===== config.mk =====
export PLATFORM = sky130hd
export DESIGN_NAME = word_byte_sequencer
export DESIGN_NICKNAME = d
export VERILOG_FILES = /design/src/rtl/seq_pkg.sv /design/src/rtl/word_byte_sequencer_splitter.sv /design/src/rtl/word_byte_sequencer.sv
export SDC_FILE = /design/constraint.sdc
export NUM_CORES = 1
export LEC_CHECK = 0
export ABC_AREA = 1
export CAP_MARGIN = 40
export CORE_ASPECT_RATIO = 1.4
export CORE_MARGIN = 3
export CORE_UTILIZATION = 46
export CTS_CLUSTER_DIAMETER = 40
export DETAILED_ROUTE_END_ITERATION = 8
export HOLD_SLACK_MARGIN = 0.03
export PLACE_DENSITY = 0.87
export SLEW_MARGIN = 5
export SYNTH_ARGS = -nofsm -noshare
export SYNTH_HDL_FRONTEND = slang
export SYNTH_SLANG_ARGS = --single-unit

===== constraint.sdc =====
create_clock -name clk -period 1.6 [get_ports clk]
set_input_delay 0.32 -clock clk [delete_from_list [all_inputs] [get_ports clk]]
set_output_delay 0.32 -clock clk [all_outputs]
set_load 0.05 [all_outputs]

===== src/rtl/seq_pkg.sv =====
`default_nettype none
// ============================================================================
// Module   : seq_pkg
// Purpose  : Shared widths and FSM state encoding for word_byte_sequencer.
// Contents : WORD_W, BYTE_W, NBYTES, state_t (ST_IDLE / ST_SEND)
// Revision : 1.0 - initial release
// ============================================================================
package seq_pkg;

    localparam int WORD_W = 32;
    localparam int BYTE_W = 8;
    localparam int NBYTES = 4;

    typedef enum logic [0:0] {
        ST_IDLE = 1'b0,
        ST_SEND = 1'b1
    } state_t;

endpackage : seq_pkg
`default_nettype wire


===== src/rtl/word_byte_sequencer_splitter.sv =====
`default_nettype none
// ============================================================================
// Module   : word_byte_sequencer_splitter
// Purpose  : Splits a 32-bit word into its four bytes, O1 = most significant.
// Ports    : A  - input word
//            O1 - A[31:24], O2 - A[23:16], O3 - A[15:8], O4 - A[7:0]
// Revision : 1.0 - initial release
// ============================================================================
module word_byte_sequencer_splitter
    import seq_pkg::*;
(
    input  logic [WORD_W-1:0] A,
    output logic [BYTE_W-1:0] O1,
    output logic [BYTE_W-1:0] O2,
    output logic [BYTE_W-1:0] O3,
    output logic [BYTE_W-1:0] O4
);

    assign O1 = A[31:24];
    assign O2 = A[23:16];
    assign O3 = A[15:8];
    assign O4 = A[7:0];

endmodule : word_byte_sequencer_splitter
`default_nettype wire


===== src/rtl/word_byte_sequencer.sv =====
`default_nettype none
// ============================================================================
// Module   : word_byte_sequencer
// Purpose  : Serialises 32-bit words into a byte stream, one byte per beat,
//            with valid/ready handshakes on both sides.
// Params   : MSB_FIRST - 1: A[31:24] first; 0: A[7:0] first
// Macro    : WORD_BYTE_SEQUENCER_SKID_EN - adds a one-word skid buffer so the
//            next word can be taken while the current one is being sent,
//            giving 4 cycles/word sustained (5 cycles/word without it).
// Ports    : clk, reset (sync, active-high)
//            in_valid / in_data / in_ready   - word input stream
//            out_valid / out_byte / out_ready / out_last - byte output stream
//            busy - a word is in flight (SEND, or skid occupied)
// Revision : 1.0 - initial release
// ============================================================================
module word_byte_sequencer
    import seq_pkg::*;
#(
    parameter int MSB_FIRST = 1
) (
    input  logic              clk,
    input  logic              reset,
    input  logic              in_valid,
    input  logic [WORD_W-1:0] in_data,
    output logic              in_ready,
    output logic              out_valid,
    output logic [BYTE_W-1:0] out_byte,
    input  logic              out_ready,
    output logic              out_last,
    output logic              busy
);

    localparam logic [1:0] c_last_idx = 2'(NBYTES - 1);

    state_t            r_state, w_state_nxt;
    logic [WORD_W-1:0] r_word,  w_word_nxt;
    logic [1:0]        r_idx,   w_idx_nxt;
    logic [1:0]        w_sel;
    logic [BYTE_W-1:0] w_o1, w_o2, w_o3, w_o4;
    logic              w_in_acc;
    logic              w_beat;
    logic              w_last_beat;

`ifdef WORD_BYTE_SEQUENCER_SKID_EN
    logic [WORD_W-1:0] r_skid,      w_skid_nxt;
    logic              r_skid_full, w_skid_full_nxt;
`endif

    word_byte_sequencer_splitter u_splitter (
        .A  (r_word),
        .O1 (w_o1),
        .O2 (w_o2),
        .O3 (w_o3),
        .O4 (w_o4)
    );

    // Handshake outputs depend on registered state only, so out_ready
    // never reaches in_ready combinationally.
`ifdef WORD_BYTE_SEQUENCER_SKID_EN
    assign in_ready = (r_state == ST_IDLE) || !r_skid_full;
    assign busy     = (r_state == ST_SEND) || r_skid_full;
`else
    assign in_ready = (r_state == ST_IDLE);
    assign busy     = (r_state == ST_SEND);
`endif

    assign out_valid   = (r_state == ST_SEND);
    assign out_last    = out_valid && (r_idx == c_last_idx);
    assign w_in_acc    = in_valid && in_ready;
    assign w_beat      = out_valid && out_ready;
    assign w_last_beat = w_beat && (r_idx == c_last_idx);

    // LSB-first order simply walks the splitter outputs backwards.
    assign w_sel = (MSB_FIRST != 0) ? r_idx : (c_last_idx - r_idx);

    always_comb begin
        case (w_sel)
            2'd0:    out_byte = w_o1;
            2'd1:    out_byte = w_o2;
            2'd2:    out_byte = w_o3;
            default: out_byte = w_o4;
        endcase
    end

    always_comb begin
        w_state_nxt = r_state;
        w_word_nxt  = r_word;
        w_idx_nxt   = r_idx;
`ifdef WORD_BYTE_SEQUENCER_SKID_EN
        w_skid_nxt      = r_skid;
        w_skid_full_nxt = r_skid_full;
`endif
        case (r_state)
            ST_IDLE: begin
                if (w_in_acc) begin
                    w_word_nxt  = in_data;
                    w_idx_nxt   = 2'd0;
                    w_state_nxt = ST_SEND;
                end
            end
            ST_SEND: begin
`ifdef WORD_BYTE_SEQUENCER_SKID_EN
                // A word arriving on the last beat with an empty skid goes
                // straight into r_word (bypass below); otherwise park it.
                if (w_in_acc && !(w_last_beat && !r_skid_full)) begin
                    w_skid_nxt      = in_data;
                    w_skid_full_nxt = 1'b1;
                end
`endif
                if (w_beat) begin
                    if (r_idx != c_last_idx) begin
                        w_idx_nxt = r_idx + 2'd1;
                    end
`ifdef WORD_BYTE_SEQUENCER_SKID_EN
                    else if (r_skid_full) begin
                        w_word_nxt      = r_skid;
                        w_idx_nxt       = 2'd0;
                        w_skid_full_nxt = 1'b0;
                    end
                    else if (w_in_acc) begin
                        w_word_nxt = in_data;
                        w_idx_nxt  = 2'd0;
                    end
`endif
                    else begin
                        w_state_nxt = ST_IDLE;
                    end
                end
            end
            default: begin
                w_state_nxt = ST_IDLE;
            end
        endcase
    end

    always_ff @(posedge clk) begin
        if (reset) begin
            r_state <= ST_IDLE;
            r_word  <= '0;
            r_idx   <= 2'd0;
        end else begin
            r_state <= w_state_nxt;
            r_word  <= w_word_nxt;
            r_idx   <= w_idx_nxt;
        end
    end

`ifdef WORD_BYTE_SEQUENCER_SKID_EN
    always_ff @(posedge clk) begin
        if (reset) begin
            r_skid      <= '0;
            r_skid_full <= 1'b0;
        end else begin
            r_skid      <= w_skid_nxt;
            r_skid_full <= w_skid_full_nxt;
        end
    end
`endif

endmodule : word_byte_sequencer
`default_nettype wire


==> impl_metrics.env <==
export IMPL_setup_viol=8
export IMPL_track_usage_pct=24.37
export IMPL_syn_area_um2=1549
export IMPL_pwr_share_seq_pct=42.7
export IMPL_ys_types=19
export IMPL_end_kind="output pin"
export IMPL_grt_pass1_wl_mm=7.113
export IMPL_route_vias_total=1626
export IMPL_rows=24
export IMPL_syn_nets=254
export IMPL_clockPowerShare_pct=26.4
export IMPL_p_int_w=0.001606
export IMPL_cts_root_buffer="clkbuf_8"
export IMPL_min_period_ps=1841
export IMPL_rrSetupSlack_ps=310
export IMPL_io_pins=48
export IMPL_fin_worst_hold_slack_ps=484.4
export IMPL_tightest_slew_ps=237.2
export IMPL_syn2layout_area_growth_pct=66.40
export IMPL_diodes=0
export IMPL_hpwl_mm=2.897
export IMPL_violations="negative setup slack"
export IMPL_avgSynthCellArea_um2=7.272
export IMPL_power_switching_w=0.0007287
export IMPL_p_per_area_nw_per_um2=905.8
export IMPL_fin_skew_ps=3.930
export IMPL_first_global_vias=1563
export IMPL_htreeDepth=2
export IMPL_status="finished with violations"
export IMPL_synthCells=213
export IMPL_routed_wl_mm=4.645
export IMPL_place_area_um2=2311
export IMPL_gr_total_overflow=0
export IMPL_finalNetCount=310
export IMPL_crit_arrival_ps=1520
export IMPL_cp_max_fo=4
export IMPL_slew_violations=0
export IMPL_vdd_ir_drop_max_mv=0.6699
export IMPL_p_sw_share_pct=31.21
export IMPL_core_area_um2=3183
export IMPL_drtIter0Drc=37
export IMPL_antenna_found_initial=0
export IMPL_clkTransAtPathRegs_ps=70
export IMPL_clockBufferDepth=2
export IMPL_insertion_delay_ps=290
export IMPL_grt_max_degree=36
export IMPL_die_width_um=55.05
export IMPL_worst_setup_path_type="reg -> out"
export IMPL_start_util_pct=48.66
export IMPL_numCtsBuffers=5
export IMPL_power_leakage_nw=1.019
export IMPL_relSlewSlack_pct=84.02
export IMPL_cp_required_ps=1280
export IMPL_clock_sinks=35
export IMPL_hold_path_class="reg -> reg"
export IMPL_die_area_um2=4110
export IMPL_cts_tree="built"
export IMPL_worst_slack_ps=-241.3
export IMPL_rsz0062_at_grt="yes"
export IMPL_vias_per_cell=5.262
export IMPL_final_common_cell="nor2_1"
export IMPL_drt_wirelength_per_cell_um=15.03
export IMPL_portBuffers=47
export IMPL_drive_gt1_share_pct=25.56
export IMPL_final_area_um2=2577
export IMPL_drc=0
export IMPL_start_kind="register"
export IMPL_dr_pass1_iters=4
export IMPL_final_cell_mix="nor2_1 (70), clkdlybuf4s50_1 (35), dfxtp_1 (33), o21ai_0 (23), nand2_1 (22)"
export IMPL_ys_seq_area_share_pct=45.23
export IMPL_final_hold_viol_count=0
export IMPL_gp_congestion=0.8049
export IMPL_period_share_pct=115.1
export IMPL_nFillCells=188
export IMPL_ys_ff_latch=35
export IMPL_maxCapViolations=0
export IMPL_yosys_warnings=0
export IMPL_fin_setup_tns_ps=-1718
export IMPL_comb_power_share_pct=30.9
export IMPL_die_h_um=74.66
export IMPL_postRouteAntennaNets=0
export IMPL_max_freq_ghz=0.5431
## flip-flops by register name, summed over array words and instances (netlist names)
name and count:
r_word 32, r_idx 2, busy 1
## power groups by stage
stage	clock (W)	sequential, W	combinational (W)
final	0.000616	0.000997	0.000722
after global routing	0.000653	0.00100	0.000767
after CTS	0.000614	0.000993	0.000692
after detailed placement	0	0.00100	0.000655
after global placement	0	0.000997	0.000641
after floorplan	0	0.000998	0.000361
## routing by layer
layer  wire (um)  vias up  track usage, %
met5           0        -               0
met4          82        0           8.919
met3         207       10           5.545
met2        2555       44           42.50
met1        1798      770           28.38
li1            -      802               -
## stage by stage
stage | worst slack [ps] | power [W] | instances | utilization [%]
finish | -241.3 | 0.002335 | 309 | 80.97
global route | -265.3 | 0.002423 | 309 | 80.97
CTS | -189.5 | 0.002298 | 305 | 79.40
detailed placement | -97.54 | 0.001657 | 296 | 72.60
global placement | -24.88 | 0.001638 | 296 | 72.60
floorplan | 5.538 | 0.001359 | 213 | -
## final timing paths
check,startpoint,endpoint,depth (start not counted)
min reg2reg,r_word[23],r_word[23],2
max reg2reg,busy,r_word[10],6
max,r_idx[0],out_byte[2],5
min,r_word[23],r_word[23],2
## cell usage after synthesis
| cell type | instances | share of area (%) |
|---|---|---|
| inv_1 | 5 | 1.2 |
| buf_6 | 3 | 2.2 |
| a21oi_1 | 10 | 3.2 |
| nor2_1 | 70 | 17 |
| buf_2 | 1 | 0.32 |
| inv_2 | 2 | 0.48 |
| buf_4 | 4 | 1.9 |
| a31oi_1 | 8 | 3.2 |
| ha_1 | 5 | 4.0 |
| clkbuf_2 | 1 | 0.32 |
| nand2_4 | 1 | 0.73 |
| nand3_1 | 1 | 0.32 |
| nor2_2 | 5 | 2.0 |
| buf_1 | 2 | 0.48 |
| clkbuf_1 | 3 | 0.73 |
| dfxtp_1 | 35 | 45 |
| o21ai_1 | 11 | 3.6 |
| nand2_1 | 23 | 5.6 |
| o21ai_0 | 23 | 7.4 |
## cell families after synthesis
group           share of synthesized area (%)
simple gates                            25.61
flops                                   45.23
fa+ha+maj                               4.039
compound gates                          17.45
buf+inv                                 7.673
## what timing repair did
action / CTS / global route
hold buffers: 0 / 0
pin swaps: 1 / 6
endpoints found under the hold margin: 0 / 0
endpoints found under the setup margin: 9 / 9
gates resized for setup: 32 / 1
setup buffers: 1 / 4
## layout make-up
| type | count | area [um^2] | share of cell area (%) |
|---|---|---|---|
| Timing Repair Buffer | 63 | 743.2 | 28.83 |
| Clock inverter | 1 | 5.005 | 0.1942 |
| Inverter | 7 | 28.78 | 1.117 |
| Tap cell | 39 | 48.80 | 1.893 |
| Multi-Input combinational cell | 157 | 967.2 | 37.52 |
| Clock buffer | 7 | 76.32 | 2.961 |
| Sequential cell | 35 | 708.2 | 27.48 |
## critical path, cell delays in order, from the launching register on
cell and delay (ps):
dfxtp_4 370, ha_2 210, buf_4 160, a21oi_2 190, a31oi_4 130, buf_12 170
No activity file was read; power rests on OpenSTA's default activity.
